$ cat src/rtl/keypad_scan_ctrl.sv
// keypad_scan_ctrl
// Scans a 4x3 matrix keypad with one-hot row strobes, samples the column
// sense lines once per row, debounces whole frames and pushes one key code
// per accepted press into a small show-ahead FIFO read with valid/ready.
// Optional feature: define KEYPAD_AUTOREPEAT_EN to re-enqueue a held key
// every REPEAT_FRAMES frames; without it REPEAT_FRAMES is only range-checked.
module keypad_scan_ctrl #(
    parameter int SCAN_DIV       = 100000,
    parameter int DEBOUNCE_SCANS = 4,
    parameter int FIFO_DEPTH     = 4,
    parameter int REPEAT_FRAMES  = 64
) (
    input  logic       clk,
    input  logic       init_n,
    output logic [3:0] row,
    input  logic [2:0] col,
    output logic [3:0] key_code,
    output logic       key_valid,
    input  logic       key_ready,
    output logic       overflow
);

    localparam int DIV_W  = (SCAN_DIV > 32'sd1) ? $clog2(SCAN_DIV) : 1;
    localparam int CNT_W  = $clog2(DEBOUNCE_SCANS + 32'sd1);
    localparam int PTR_W  = $clog2(FIFO_DEPTH);
    localparam int FCNT_W = $clog2(FIFO_DEPTH + 32'sd1);

    localparam logic [DIV_W-1:0]  DIV_ZERO   = DIV_W'(32'd0);
    localparam logic [DIV_W-1:0]  DIV_ONE    = DIV_W'(32'd1);
    localparam logic [DIV_W-1:0]  DIV_LAST   = DIV_W'(SCAN_DIV - 32'sd1);
    localparam logic [CNT_W-1:0]  CNT_ZERO   = CNT_W'(32'd0);
    localparam logic [CNT_W-1:0]  CNT_ONE    = CNT_W'(32'd1);
    localparam logic [CNT_W-1:0]  DEB_TARGET = CNT_W'(DEBOUNCE_SCANS);
    localparam logic [PTR_W-1:0]  PTR_ZERO   = PTR_W'(32'd0);
    localparam logic [PTR_W-1:0]  PTR_ONE    = PTR_W'(32'd1);
    localparam logic [FCNT_W-1:0] FCNT_ZERO  = FCNT_W'(32'd0);
    localparam logic [FCNT_W-1:0] FCNT_ONE   = FCNT_W'(32'd1);
    localparam logic [FCNT_W-1:0] FIFO_FULL  = FCNT_W'(FIFO_DEPTH);

    // Reject parameter sets the scan and FIFO logic cannot support
    if (SCAN_DIV < 32'sd1 || DEBOUNCE_SCANS < 32'sd1 || REPEAT_FRAMES < 32'sd1 ||
        FIFO_DEPTH < 32'sd2 || (FIFO_DEPTH & (FIFO_DEPTH - 32'sd1)) != 32'sd0) begin : g_bad_cfg
        $error("keypad_scan_ctrl: unsupported parameter set");
    end

    typedef enum logic [1:0] {
        ST_IDLE        = 2'd0,
        ST_DEB_PRESS   = 2'd1,
        ST_HELD        = 2'd2,
        ST_DEB_RELEASE = 2'd3
    } scan_state_t;

    // Key position to code: rows 0..2 are 1..9, bottom row is '*', 0, '#'
    function automatic logic [3:0] key_map(input logic [1:0] r, input logic [1:0] c);
        logic [3:0] code;
        if (r == 2'd3) begin
            case (c)
                2'd0:    code = 4'd10;
                2'd1:    code = 4'd0;
                default: code = 4'd11;
            endcase
        end else begin
            code = ({2'b00, r} * 4'd3) + {2'b00, c} + 4'd1;
        end
        return code;
    endfunction

    logic [DIV_W-1:0]  div_r;
    logic [3:0]        row_r;
    logic [1:0]        row_idx_s;
    logic              sample_s;
    logic              frame_end_s;

    logic              row_hit_s;
    logic              row_multi_s;
    logic [1:0]        col_idx_s;
    logic [3:0]        row_code_s;

    logic              acc_hit_r;
    logic              acc_multi_r;
    logic [3:0]        acc_code_r;
    logic              merged_hit_s;
    logic              merged_multi_s;
    logic [3:0]        merged_code_s;
    logic              res_none_s;
    logic              res_key_s;

    scan_state_t       state_r, state_next_s;
    logic [CNT_W-1:0]  cnt_r, cnt_next_s;
    logic [3:0]        cand_r, cand_next_s;
    logic              push_req_r, push_next_s;
    logic [3:0]        push_code_r, push_code_next_s;

    logic [3:0]        mem_r [FIFO_DEPTH];
    logic [PTR_W-1:0]  wr_ptr_r, wr_ptr_next_s;
    logic [PTR_W-1:0]  rd_ptr_r, rd_ptr_next_s;
    logic [FCNT_W-1:0] fifo_cnt_r, fifo_cnt_next_s;
    logic              pop_s;
    logic              full_s;
    logic              push_ok_s;
    logic              drop_s;
    logic [3:0]        head_next_s;
    logic              key_valid_r;
    logic [3:0]        key_code_r;
    logic              overflow_r;

`ifdef KEYPAD_AUTOREPEAT_EN
    localparam int REP_W = $clog2(REPEAT_FRAMES + 32'sd1);
    localparam logic [REP_W-1:0] REP_ZERO   = REP_W'(32'd0);
    localparam logic [REP_W-1:0] REP_ONE    = REP_W'(32'd1);
    localparam logic [REP_W-1:0] REP_TARGET = REP_W'(REPEAT_FRAMES);
    logic [REP_W-1:0]  rep_cnt_r, rep_cnt_next_s;
`endif

    assign sample_s    = (div_r == DIV_LAST);
    assign frame_end_s = sample_s & row_r[3];

    // Row divider and one-hot row rotation; the row advances on each sample
    always_ff @(posedge clk) begin
        if (!init_n) begin
            div_r <= DIV_ZERO;
            row_r <= 4'b0001;
        end else if (sample_s) begin
            div_r <= DIV_ZERO;
            row_r <= {row_r[2:0], row_r[3]};
        end else begin
            div_r <= div_r + DIV_ONE;
        end
    end

    // Convert the one-hot row strobe into a row index
    always_comb begin
        row_idx_s = 2'd0;
        case (row_r)
            4'b0001: row_idx_s = 2'd0;
            4'b0010: row_idx_s = 2'd1;
            4'b0100: row_idx_s = 2'd2;
            4'b1000: row_idx_s = 2'd3;
            default: row_idx_s = 2'd0;
        endcase
    end

    // Classify the current row sample: no hit, single column, or several columns
    always_comb begin
        row_hit_s   = |col;
        row_multi_s = (col[0] & col[1]) | (col[0] & col[2]) | (col[1] & col[2]);
        col_idx_s   = 2'd0;
        case (col)
            3'b001:  col_idx_s = 2'd0;
            3'b010:  col_idx_s = 2'd1;
            3'b100:  col_idx_s = 2'd2;
            default: col_idx_s = 2'd0;
        endcase
        row_code_s = key_map(row_idx_s, col_idx_s);
    end

    // Fold this row sample into the frame seen so far; hits in two rows are MULTI
    always_comb begin
        merged_hit_s   = acc_hit_r | row_hit_s;
        merged_multi_s = acc_multi_r | row_multi_s | (acc_hit_r & row_hit_s);
        if (row_hit_s) begin
            merged_code_s = row_code_s;
        end else begin
            merged_code_s = acc_code_r;
        end
        res_none_s = ~merged_hit_s;
        res_key_s  = merged_hit_s & ~merged_multi_s;
    end

    // Frame accumulator, cleared at every frame end
    always_ff @(posedge clk) begin
        if (!init_n) begin
            acc_hit_r   <= 1'b0;
            acc_multi_r <= 1'b0;
            acc_code_r  <= 4'd0;
        end else if (frame_end_s) begin
            acc_hit_r   <= 1'b0;
            acc_multi_r <= 1'b0;
            acc_code_r  <= 4'd0;
        end else if (sample_s) begin
            acc_hit_r   <= merged_hit_s;
            acc_multi_r <= merged_multi_s;
            acc_code_r  <= merged_code_s;
        end
    end

    // Debounce FSM: acts only on completed frames; MULTI blocks a press and holds a release
    always_comb begin
        state_next_s     = state_r;
        cnt_next_s       = cnt_r;
        cand_next_s      = cand_r;
        push_next_s      = 1'b0;
        push_code_next_s = push_code_r;
`ifdef KEYPAD_AUTOREPEAT_EN
        if (state_r == ST_HELD) begin
            rep_cnt_next_s = rep_cnt_r;
        end else begin
            rep_cnt_next_s = REP_ZERO;
        end
`endif
        if (frame_end_s) begin
            case (state_r)
                ST_IDLE: begin
                    if (res_key_s) begin
                        cand_next_s = merged_code_s;
                        if (CNT_ONE >= DEB_TARGET) begin
                            push_next_s      = 1'b1;
                            push_code_next_s = merged_code_s;
                            state_next_s     = ST_HELD;
                            cnt_next_s       = CNT_ZERO;
                        end else begin
                            state_next_s = ST_DEB_PRESS;
                            cnt_next_s   = CNT_ONE;
                        end
                    end else begin
                        cnt_next_s = CNT_ZERO;
                    end
                end
                ST_DEB_PRESS: begin
                    if (res_key_s && (merged_code_s == cand_r)) begin
                        if ((cnt_r + CNT_ONE) >= DEB_TARGET) begin
                            push_next_s      = 1'b1;
                            push_code_next_s = cand_r;
                            state_next_s     = ST_HELD;
                            cnt_next_s       = CNT_ZERO;
                        end else begin
                            cnt_next_s = cnt_r + CNT_ONE;
                        end
                    end else begin
                        state_next_s = ST_IDLE;
                        cnt_next_s   = CNT_ZERO;
                    end
                end
                ST_HELD: begin
                    if (res_none_s) begin
`ifdef KEYPAD_AUTOREPEAT_EN
                        rep_cnt_next_s = REP_ZERO;
`endif
                        if (CNT_ONE >= DEB_TARGET) begin
                            state_next_s = ST_IDLE;
                            cnt_next_s   = CNT_ZERO;
                        end else begin
                            state_next_s = ST_DEB_RELEASE;
                            cnt_next_s   = CNT_ONE;
                        end
                    end else begin
                        cnt_next_s = CNT_ZERO;
`ifdef KEYPAD_AUTOREPEAT_EN
                        if ((rep_cnt_r + REP_ONE) >= REP_TARGET) begin
                            rep_cnt_next_s = REP_ZERO;
                            if (res_key_s && (merged_code_s == cand_r)) begin
                                push_next_s      = 1'b1;
                                push_code_next_s = cand_r;
                            end else begin
                                push_next_s = 1'b0;
                            end
                        end else begin
                            rep_cnt_next_s = rep_cnt_r + REP_ONE;
                        end
`endif
                    end
                end
                ST_DEB_RELEASE: begin
                    if (res_none_s) begin
                        if ((cnt_r + CNT_ONE) >= DEB_TARGET) begin
                            state_next_s = ST_IDLE;
                            cnt_next_s   = CNT_ZERO;
                        end else begin
                            cnt_next_s = cnt_r + CNT_ONE;
                        end
                    end else begin
                        state_next_s = ST_HELD;
                        cnt_next_s   = CNT_ZERO;
                    end
                end
                default: begin
                    state_next_s = ST_IDLE;
                    cnt_next_s   = CNT_ZERO;
                end
            endcase
        end else begin
            state_next_s = state_r;
        end
    end

    // FSM state, debounce count, candidate key and one-cycle push request
    always_ff @(posedge clk) begin
        if (!init_n) begin
            state_r     <= ST_IDLE;
            cnt_r       <= CNT_ZERO;
            cand_r      <= 4'd0;
            push_req_r  <= 1'b0;
            push_code_r <= 4'd0;
        end else begin
            state_r     <= state_next_s;
            cnt_r       <= cnt_next_s;
            cand_r      <= cand_next_s;
            push_req_r  <= push_next_s;
            push_code_r <= push_code_next_s;
        end
    end

`ifdef KEYPAD_AUTOREPEAT_EN
    // Frames spent in HELD since entry, restarted after each repeat
    always_ff @(posedge clk) begin
        if (!init_n) begin
            rep_cnt_r <= REP_ZERO;
        end else begin
            rep_cnt_r <= rep_cnt_next_s;
        end
    end
`endif

    assign pop_s     = key_valid_r & key_ready;
    assign full_s    = (fifo_cnt_r == FIFO_FULL);
    assign push_ok_s = push_req_r & (~full_s | pop_s);
    assign drop_s    = push_req_r & full_s & ~pop_s;

    // FIFO pointer/occupancy update and the head value seen after this edge
    always_comb begin
        if (push_ok_s) begin
            wr_ptr_next_s = wr_ptr_r + PTR_ONE;
        end else begin
            wr_ptr_next_s = wr_ptr_r;
        end
        if (pop_s) begin
            rd_ptr_next_s = rd_ptr_r + PTR_ONE;
        end else begin
            rd_ptr_next_s = rd_ptr_r;
        end
        case ({push_ok_s, pop_s})
            2'b10:   fifo_cnt_next_s = fifo_cnt_r + FCNT_ONE;
            2'b01:   fifo_cnt_next_s = fifo_cnt_r - FCNT_ONE;
            default: fifo_cnt_next_s = fifo_cnt_r;
        endcase
        if (fifo_cnt_next_s == FCNT_ZERO) begin
            head_next_s = 4'd0;
        end else if (push_ok_s && (wr_ptr_r == rd_ptr_next_s)) begin
            head_next_s = push_code_r;
        end else begin
            head_next_s = mem_r[rd_ptr_next_s];
        end
    end

    // FIFO storage write
    always_ff @(posedge clk) begin
        if (!init_n) begin
            for (int i = 0; i < FIFO_DEPTH; i++) begin
                mem_r[i] <= 4'd0;
            end
        end else if (push_ok_s) begin
            mem_r[wr_ptr_r] <= push_code_r;
        end
    end

    // FIFO pointers, registered head/valid outputs and sticky overflow flag
    always_ff @(posedge clk) begin
        if (!init_n) begin
            wr_ptr_r    <= PTR_ZERO;
            rd_ptr_r    <= PTR_ZERO;
            fifo_cnt_r  <= FCNT_ZERO;
            key_valid_r <= 1'b0;
            key_code_r  <= 4'd0;
            overflow_r  <= 1'b0;
        end else begin
            wr_ptr_r    <= wr_ptr_next_s;
            rd_ptr_r    <= rd_ptr_next_s;
            fifo_cnt_r  <= fifo_cnt_next_s;
            key_valid_r <= (fifo_cnt_next_s != FCNT_ZERO);
            key_code_r  <= head_next_s;
            overflow_r  <= overflow_r | drop_s;
        end
    end

    assign row       = row_r;
    assign key_code  = key_code_r;
    assign key_valid = key_valid_r;
    assign overflow  = overflow_r;

endmodule

$ cat config.mk
export PLATFORM = sky130hd
export DESIGN_NAME = keypad_scan_ctrl
export DESIGN_NICKNAME = d
export VERILOG_FILES = /design/src/rtl/keypad_scan_ctrl.sv
export SDC_FILE = /design/constraint.sdc
export NUM_CORES = 1
export LEC_CHECK = 0
export ABC_AREA = 1
export CORE_UTILIZATION = 54
export CTS_CLUSTER_SIZE = 12
export DETAILED_ROUTE_END_ITERATION = 10
export GPL_TIMING_DRIVEN = 0
export PLACE_DENSITY = 0.8
export SYNTH_ARGS = -nofsm -noshare
export SYNTH_HDL_FRONTEND = slang
export SYNTH_SLANG_ARGS = --single-unit
$ cat constraint.sdc
create_clock -name clk -period 2.8 [get_ports clk]
set_input_delay 0.42 -clock clk [delete_from_list [all_inputs] [get_ports clk]]
set_output_delay 0.42 -clock clk [all_outputs]
set_load 0.02 [all_outputs]
==> impl_metrics.csv, run 1 <==
group,metric,value,unit
outcome,run_status,"complete, no violations",
sta,hold_violations,0,
sta,fin_crit_sh,0.9898,
sta,final.min_clock_period,2.772,ns
floorplanning,start_util,0.5569,
yosys,synthCells,465,
global_route,antenna_found_initial,0,
yosys,yosysWarnings,0,
pwr,pwr-share-clk,0.378,
yosys,synth_edf_count,16,
cells_and_area,final_cell_mix,"79 x nand2_1, 73 x nor2_1, 62 x inv_1, 50 x dfxtp_1, 24 x a21oi_1",
pwr,pwr-share-comb,0.043,
critical_path,startpoint_type,"register",
yosys,synth-main-ff-cell,"dfxtp_1",
floorplanning,die_h,82.69,um
clocking,clkTransAtPathRegs,0.07,ns
clocking,htreeDepth,3,
global_route,grt_util_all_layers,0.2367,
cells_and_area,layout_commonest_cell,"nand2_1",
critical_path,critPathCaptureType,"register",
cells_and_area,synthToLayoutAreaGrowth,16.12,%
global_route,grt_pass1_vias,2791,
clocking,clock_tree.root_cell,"clkbuf_8",
yosys,synth.avg_cell_area,7.561,um^2
cells_and_area,fin_util,0.6467,
sta,maxSlewHeadroom,0.5381,
min_path,min_path_type,"register to register",
floorplanning,ios,16,
clocking,cts_max_path_buffers,2,
placement,dp_hpwl,5.219,mm
critical_path,critical_path_arrival,3.06,ns
pwr,powerDensity,444.0,mW/mm^2
clocking,cts_sinks,70,
sta,rsz0062_at_grt,"yes",
placement,gp_congestion,0.9096,
sta,fin_ws,0.02847,ns
placement,dp_slack,-0.6827,ns
floorplanning,coreArea,0.006314,mm^2
yosys,ys_ff_latch,70,
clocking,cts_tree,"done",
cells_and_area,antenna_cells,0,
sta,slew_violations,0,
cells_and_area,stdcell_area,0.004083,mm^2
sta,clock_skew,0.008125,ns
pwr,p_seq_frac,0.579,
pwr,swShare,0.2375,
global_route,grt_pass1_wl,12.02,mm
cells_and_area,nets,513,
routing,via_per_inst,5.333,
yosys,netlist_area,0.003516,mm^2
sta,worst_pin_slew,0.6876,ns
pwr,p_switching,430.5,uW
critical_path,crit_fanout,5,
clocking,cts_hold_buffers,0,
pwr,p_int,1382,uW
global_route,overflow,0,
pwr,p_leak,0.001574,uW
job,max_cap_viol_count,0,
global_route,grt_start_max_net_pins,12,
clocking,clk_latency,0.35,ns
critical_path,crit_type,"register to register",
floorplanning,die_w,82.69,um
sta,max_freq,360.8,MHz
routing,drc,0,
routing,wl_per_cell,12.70,um
routing,drt_iter0_drc,162,
floorplanning,dieArea,0.006838,mm^2
yosys,syn-num-nets,481,
placement,io_buffers,15,
floorplanning,num_rows,29,
yosys,ys_async_sr_fraction,0,
routing,ant_nets,0,
yosys,synth.yosys.seq_area_share,0.4441,
pwr,peakVddDrop,0.3267,mV
critical_path,crit_required,3.09,ns
cells_and_area,drive_gt1_frac,0.1574,
placement,place_area,0.003770,mm^2
routing,vias,3088,
yosys,synth.distinct_cells,37,
cells_and_area,nFillCells,567,
routing,drt-pass1-iter-count,5,
routing,drt-total-wl,7.352,mm
clocking,cts-buffers-inserted,9,
sta,setup_violations,0,
[stage by stage]
step                      hold WS, ns  setup TNS, ns  power, uW  std cells
after detailed placement       0.4537         -6.356       1151        557
after global placement         0.4426         -5.483       1149        557
final                          0.4626              0       1813        579
after floorplan                0.4295              0       1124        465
after CTS                      0.4672     -0.0001839       1815        576
after global routing           0.5000        -0.8920       1874        579
[synth_stat cells, types with 5 or more instances]
master	instances	area [um^2]
ha_1	7	87.58
o21ai_0	21	105.1
nor3_1	11	55.05
xor2_1	6	52.55
nand3_1	20	100.1
inv_1	66	247.7
edfxtp_1	16	480.5
nand2_1	85	319.1
nand4_1	9	56.30
inv_2	11	41.29
a21oi_1	28	140.1
nor2_1	75	281.5
dfxtp_1	54	1081
o21a_1	5	37.54
[kinds of logic after synthesis]
family | count (synthesis) | synth area share
and+or+nand+nor | 225 | 0.2897
DFF | 70 | 0.4441
adders and majority gates | 10 | 0.04199
xor gates and xnor gates | 10 | 0.02491
AOI/OAI and AO/OA | 68 | 0.1107
buffers and inverters | 82 | 0.08861
[power groups by stage]
stage,registers (uW),logic (uW),clock network [uW]
global placement,1070,74.1,0
global route,1050,88.7,734
finish,1050,77.5,686
floorplan,1070,51.3,0
detailed placement,1080,75.6,0
CTS,1050,74.8,689
[routing by layer]
metal,track usage,vias up,share of wire
met1,0.2715,1413,0.42
met3,0.06703,21,0.051
met4,0.1138,0,0.024
met5,0,-,0
li1,-,1567,-
met2,0.4033,87,0.50
[repair_timing]
| action | 4_1_cts | 5_1_grt |
|---|---|---|
| pin swaps | 9 | 6 |
| endpoints found under the setup margin | 9 | 11 |
| resized for setup | 20 | 23 |
| buffers inserted | 2 | 3 |
| cloned | 1 | 0 |
[cell type report]
| cell class | count | area [um^2] | share of cell area |
|---|---|---|---|
| Clock inverter | 5 | 26.28 | 0.006436 |
| Timing Repair Buffer | 20 | 185.2 | 0.04536 |
| Sequential cell | 70 | 1574 | 0.3855 |
| Buffer | 4 | 17.52 | 0.004291 |
| Inverter | 78 | 300.3 | 0.07355 |
| Tap cell | 77 | 96.34 | 0.02360 |
| Multi-Input combinational cell | 314 | 1752 | 0.4291 |
| Clock buffer | 11 | 131.4 | 0.03218 |
[path summary, 6_finish.rpt]
kind                                             from                           to  slack, ns  cells after the start
worst max-delay path              row[3]$_SDFFE_PN0N_  push_code_r[3]$_SDFFE_PN0P_       0.03                     16
worst min-delay path            cnt_r[2]$_SDFFE_PN0P_        cnt_r[2]$_SDFFE_PN0P_       0.46                      2
worst max register to register    row[3]$_SDFFE_PN0N_  push_code_r[3]$_SDFFE_PN0P_       0.03                     16
worst min register to register  cnt_r[2]$_SDFFE_PN0P_        cnt_r[2]$_SDFFE_PN0P_       0.46                      2
[critical path, cell delays in order, from the launching register on]
cell	delay (ns)
dfxtp_4	0.38
inv_4	0.04
nand4_1	0.13
o21ai_4	0.09
fa_1	0.52
fa_2	0.43
or2_1	0.22
nand3_2	0.08
nand2_2	0.05
nand2_1	0.05
nand2_1	0.06
nor2_2	0.12
nand2_2	0.08
inv_4	0.09
nand3_4	0.10
a21oi_2	0.14
o21a_1	0.13
[sequential cells by signal, summed over array words and instances, names as in the netlist]
register     count
state_r          2
fifo_cnt_r       3
div_r           17
key_code         4
acc_hit_r        1
mem_r           16
acc_code_r       4
wr_ptr_r         2
rd_ptr_r         2
cnt_r            3
row              4
cand_r           4
push_req_r       1
key_valid        1
overflow         1
acc_multi_r      1
push_code_r      4
Note: power is estimated with default switching activity, not from simulation.
==> run 2, diff against run 1 <==
- CORE_UTILIZATION: 54 -> 45
- PLACE_DENSITY: 0.8 -> 0.7
==> impl_metrics.csv, run 2 (synthesized netlist as in run 1, its figures left out) <==
group,metric,value,unit
outcome,run_status,"finished with violations",
outcome,violations,"setup timing",
sta,final.min_clock_period,2.815,ns
clocking,clock_tree.root_cell,"clkbuf_8",
cells_and_area,final_cell_mix,"80 x nand2_1, 72 x nor2_1, 62 x inv_1, 50 x dfxtp_1, 23 x a21oi_1",
placement,io_buffers,15,
cells_and_area,drive_gt1_frac,0.1683,
cells_and_area,regArea,0.001572,mm^2
sta,setup_violations,2,
placement,gp_congestion,0.8409,
cells_and_area,synthToLayoutAreaGrowth,18.79,%
critical_path,crit_slowest_cell,"fa_1",
critical_path,crit_path_cell_trace,"inv_2 > nand4_1 > o21ai_4 > fa_1 > fa_2 > or2_1 > nand3_2 > nand2_2 > nand2_1 > nand2_1 > nor2_2 > nand2_2 > inv_4 > nand3_4 > a21oi_2 > o21a_1",
critical_path,startpoint_type,"register",
clocking,htreeDepth,3,
floorplanning,die_w,90.39,um
min_path,min_path_type,"register to register",
placement,place_area,0.003797,mm^2
critical_path,crit_required,3.09,ns
cells_and_area,largest_register_ffs,17,
clocking,cts_sinks,70,
sta,worst_pin_slew,0.7186,ns
critical_path,crit_type,"register to register",
placement,dp_hpwl,5.216,mm
cells_and_area,layout_commonest_cell,"nand2_1",
sta,fin_ws,-0.01517,ns
pwr,total_power,2035,uW
routing,ant_nets,0,
clocking,clk_latency,0.34,ns
global_route,grt_util_all_layers,0.1942,
floorplanning,ios,16,
global_route,overflow,0,
cells_and_area,largestRegisters,"div_r: 17 flops, mem_r: 16 flops",
sta,slew_violations,0,
cells_and_area,antenna_cells,0,
global_route,grt_start_max_net_pins,14,
sta,fin_crit_sh,1.005,
cells_and_area,top_register,"div_r",
clocking,clkTransAtPathRegs,0.08,ns
cells_and_area,nets,516,
critical_path,crit_fanout,5,
critical_path,regToRegSetupSlack,-0.02,ns
global_route,antenna_found_initial,0,
cells_and_area,stdcell_area,0.004177,mm^2
critical_path,critPathCaptureType,"register",
cells_and_area,stdcell_count,604,
clocking,cts_max_path_buffers,2,
floorplanning,num_rows,31,
clocking,cts-buffers-inserted,9,
sta,rsz0062_at_grt,"yes",
routing,via_per_inst,5.076,
floorplanning,start_util,0.4746,
placement,dp_cells,579,
sta,maxSlewHeadroom,0.5172,
pwr,peakVddDrop,0.3210,mV
critical_path,critical_path.max_stage_delay,0.54,ns
sta,max_freq,355.2,MHz
clocking,cts_tree,"done",
routing,drc,0,
routing,drt-total-wl,7.304,mm
routing,vias,3066,
job,max_cap_viol_count,0,
sta,hold_violations,0,
critical_path,critical_path_arrival,3.10,ns
routing,drt_iter0_drc,127,
routing,wl_per_cell,12.09,um
global_route,grt_pass1_wl,12.81,mm
routing,drt-pass1-iter-count,4,
sta,clock_skew,0.008030,ns
sta,holdWs,0.4642,ns
cells_and_area,multi_input_area,0.001747,mm^2
floorplanning,die_h,90.39,um
pwr,powerDensity,487.2,mW/mm^2
floorplanning,coreArea,0.007408,mm^2
global_route,grt_pass1_vias,2924,
pwr,p_leak,0.001597,uW
sta,tns,-0.01772,ns
cells_and_area,nFillCells,704,
floorplanning,dieArea,0.008170,mm^2
run 2: cell types whose count changed in the layout (fill, tap and decap cells not counted), sizes merged:
cell and change:
clkbuf -1, clkinvlp +3, bufinv +2, buf +3, clkinv -3, clkdlybuf4s15 -1
run 2: stage by stage:
step / setup slack, ns / util
floorplan: 0.003276 / -
global placement: -0.6587 / 0.5126
detailed placement: -0.7363 / 0.5126
CTS: -0.02658 / 0.5589
global route: -0.1606 / 0.5638
finish: -0.01517 / 0.5638
run 2: report_power, final:
part	leakage, uW	internal (uW)	switching, uW
combinational	0.000911	25.1	53.3
clock	0.0000977	502	404
sequential	0.000589	1040	7.02
total	0.00160	1570	464
run 2: path summary, 6_finish.rpt:
| kind | startpoint | to | cells after the start |
|---|---|---|---|
| hold / removal | cnt_r[2]$_SDFFE_PN0P_ | cnt_r[2]$_SDFFE_PN0P_ | 2 |
| hold reg to reg | cnt_r[2]$_SDFFE_PN0P_ | cnt_r[2]$_SDFFE_PN0P_ | 2 |
| setup / recovery | row[0]$_SDFFE_PN1N_ | push_code_r[3]$_SDFFE_PN0P_ | 16 |
| setup reg to reg | row[0]$_SDFFE_PN1N_ | push_code_r[3]$_SDFFE_PN0P_ | 16 |
run 2: what timing repair did:
action	4_1_cts	5_1_grt
hold endpoints to repair	0	0
resized for setup	27	12
hold buffers	0	0
setup buffers	6	2
gates cloned	1	0
setup endpoints to repair	9	12
pin swaps	10	5
run 2: layout make-up:
class / count / share of cell area
Timing Repair Buffer: 23 / 0.04763
Inverter: 78 / 0.07070
Sequential cell: 70 / 0.3763
Multi-Input combinational cell: 314 / 0.4182
Buffer: 4 / 0.004194
Tap cell: 99 / 0.02966
Clock inverter: 7 / 0.02367
Clock buffer: 9 / 0.02966
run 2: critical path, delay by kind of cell (launching register included):
kind | cells | cell delay (ns)
compound gates | 3 | 0.36
buf+inv | 2 | 0.13
fa+ha+maj | 2 | 0.99
simple gates | 9 | 0.91
flops | 1 | 0.38
run 2: metal layers:
layer	global-route usage	share of wire	wire [um]	vias up
met5	0	0	0	-
met4	0.08333	0.016	115	0
met3	0.05219	0.031	229	11
met2	0.3327	0.50	3621	50
met1	0.2280	0.46	3338	1431
li1	-	-	-	1574
==> run 3, diff against run 2 <==
- CORE_MARGIN: default -> 2
- GPL_TIMING_DRIVEN: 0 -> default
==> impl_metrics.csv, run 3 (synthesized netlist as in run 1, its figures left out) <==
group,metric,value,unit
job,max_cap_viol_count,0,
pwr,p_leak,0.001691,uW
sta,slew_violations,0,
routing,drt-total-wl,7.370,mm
min_path,min_path_type,"register to register",
pwr,total_power,2052,uW
cells_and_area,largestRegisters,"div_r: 17 flops, mem_r: 16 flops",
cells_and_area,largest_register_ffs,17,
clocking,cts_hold_buffers,0,
routing,drc,0,
floorplanning,dieArea,0.008536,mm^2
critical_path,startpoint_type,"input pin",
floorplanning,start_util,0.4598,
routing,drt-pass1-iter-count,4,
global_route,antenna_found_initial,0,
floorplanning,die_w,92.39,um
critical_path,critical_path.max_stage_delay,0.49,ns
clocking,clk_latency,0.34,ns
floorplanning,ios,16,
critical_path,crit_slowest_cell,"clkdlybuf4s50_1",
cells_and_area,synthToLayoutAreaGrowth,22.38,%
critical_path,crit_path_cell_trace,"clkdlybuf4s50_1 > inv_2 > nor2_2 > fa_1 > fa_2 > or2_1 > nand3_2 > nand2_2 > nand2_1 > nand2_1 > nor2_1 > nand2_1 > clkinv_2 > nand3_4 > a21oi_2 > o21a_1",
cells_and_area,multi_input_area,0.001743,mm^2
global_route,overflow,0,
cells_and_area,drive_gt1_frac,0.1962,
placement,gp_congestion,0.8406,
sta,worst_pin_slew,0.4673,ns
sta,max_freq,360.7,MHz
critical_path,crit_required,3.09,ns
critical_path,crit_family,"adder cells",
routing,via_per_inst,4.942,
routing,drt_iter0_drc,118,
cells_and_area,nets,531,
pwr,peakVddDrop,0.2783,mV
sta,rsz0062_at_grt,"yes",
clocking,cts_max_path_buffers,2,
global_route,grt_util_all_layers,0.1817,
sta,hold_violations,0,
cells_and_area,final_cell_mix,"78 x nand2_1, 72 x nor2_1, 63 x inv_1, 50 x dfxtp_1, 27 x buf_4",
placement,dp_hpwl,5.265,mm
critical_path,crit_type,"input pin to register",
sta,tns,0,ns
cells_and_area,nFillCells,697,
clocking,clkTransAtPathRegs,0.08,ns
global_route,grt_start_max_net_pins,16,
routing,vias,3074,
clocking,htreeDepth,3,
pwr,powerDensity,476.8,mW/mm^2
floorplanning,num_rows,32,
sta,final.min_clock_period,2.772,ns
cells_and_area,top_register,"div_r",
cells_and_area,layout_commonest_cell,"nand2_1",
cells_and_area,fin_util,0.5627,
placement,io_buffers,15,
clocking,cts_sinks,70,
critical_path,cp_num_buf_inv,3,
sta,setup_violations,0,
global_route,grt_pass1_wl,12.59,mm
global_route,grt_pass1_vias,2963,
clocking,cts_tree,"done",
critical_path,path_common_cell,"nand2_1",
critical_path,critical_path_arrival,3.06,ns
cells_and_area,regArea,0.001567,mm^2
routing,ant_nets,0,
critical_path,crit_fanout,5,
sta,maxSlewHeadroom,0.6874,
floorplanning,coreArea,0.007647,mm^2
floorplanning,die_h,92.39,um
sta,clock_skew,0.006852,ns
critical_path,critPathCaptureType,"register",
cells_and_area,antenna_cells,0,
outcome,run_status,"complete, no violations",
sta,fin_crit_sh,0.9901,
clocking,clock_tree.root_cell,"clkbuf_8",
routing,wl_per_cell,11.85,um
clocking,cts-buffers-inserted,9,
-- run 3: worst reg2reg max path, delay by kind of cell (launching register included) --
kind                     cells  cell delay (ns)
adder cells (fa/ha/maj)      2             1.03
AND/OR/NAND/NOR              9             0.80
flip-flops                   1             0.36
AO/OA/AOI/OAI                3             0.34
buffers and inverters        2             0.15
-- run 3: what timing repair did --
item / CTS / global route
gates resized for setup: 13 / 17
setup endpoints to repair: 8 / 9
setup buffers: 3 / 3
pin swaps: 11 / 14
gates cloned: 1 / 0
-- run 3: area by class of cell --
type                            count  area share
Timing Repair Buffer               42     0.08142
Clock inverter                      7     0.02268
Sequential cell                    70      0.3641
Clock buffer                        9     0.02879
Multi-Input combinational cell    314      0.4051
Tap cell                          102     0.02966
Inverter                           78     0.06833
-- run 3: per-stage QoR --
stage / instance area (um^2) / hold WS [ns] / cells / setup slack (ns)
global placement: 3941 / 0.4446 / 599 / -0.4094
detailed placement: 3941 / 0.4521 / 599 / -0.5051
CTS: 4220 / 0.4643 / 619 / -0.02379
finish: 4303 / 0.4639 / 622 / 0.02765
global route: 4303 / 0.4825 / 622 / -0.1337
floorplan: 3523 / 0.4295 / 465 / 0.003276
-- run 3: worst paths after layout --
path | startpoint | to | slack (ns) | depth (start not counted)
setup / recovery | col[2] | push_code_r[1]$_SDFFE_PN0P_ | 0.03 | 16
hold / removal | div_r[0]$_SDFF_PP0_ | div_r[0]$_SDFF_PP0_ | 0.46 | 1
hold reg to reg | div_r[0]$_SDFF_PP0_ | div_r[0]$_SDFF_PP0_ | 0.46 | 1
setup reg to reg | row[2]$_SDFFE_PN0N_ | push_code_r[1]$_SDFFE_PN0P_ | 0.05 | 16
-- run 3: per-layer routing --
| metal | track usage | vias to the layer above | wire length (um) |
|---|---|---|---|
| li1 | - | 1601 | - |
| met1 | 0.2130 | 1413 | 3302 |
| met2 | 0.3254 | 58 | 3791 |
| met3 | 0.03499 | 2 | 240 |
| met4 | 0.07214 | 0 | 35 |
| met5 | 0 | - | 0 |
-- run 3: power by group --
group	total, uW	switching, uW	internal, uW
Sequential	1050	6.20	1040
Clock	908	404	504
Combinational	92.4	54.1	38.3
Total	2050	464	1590
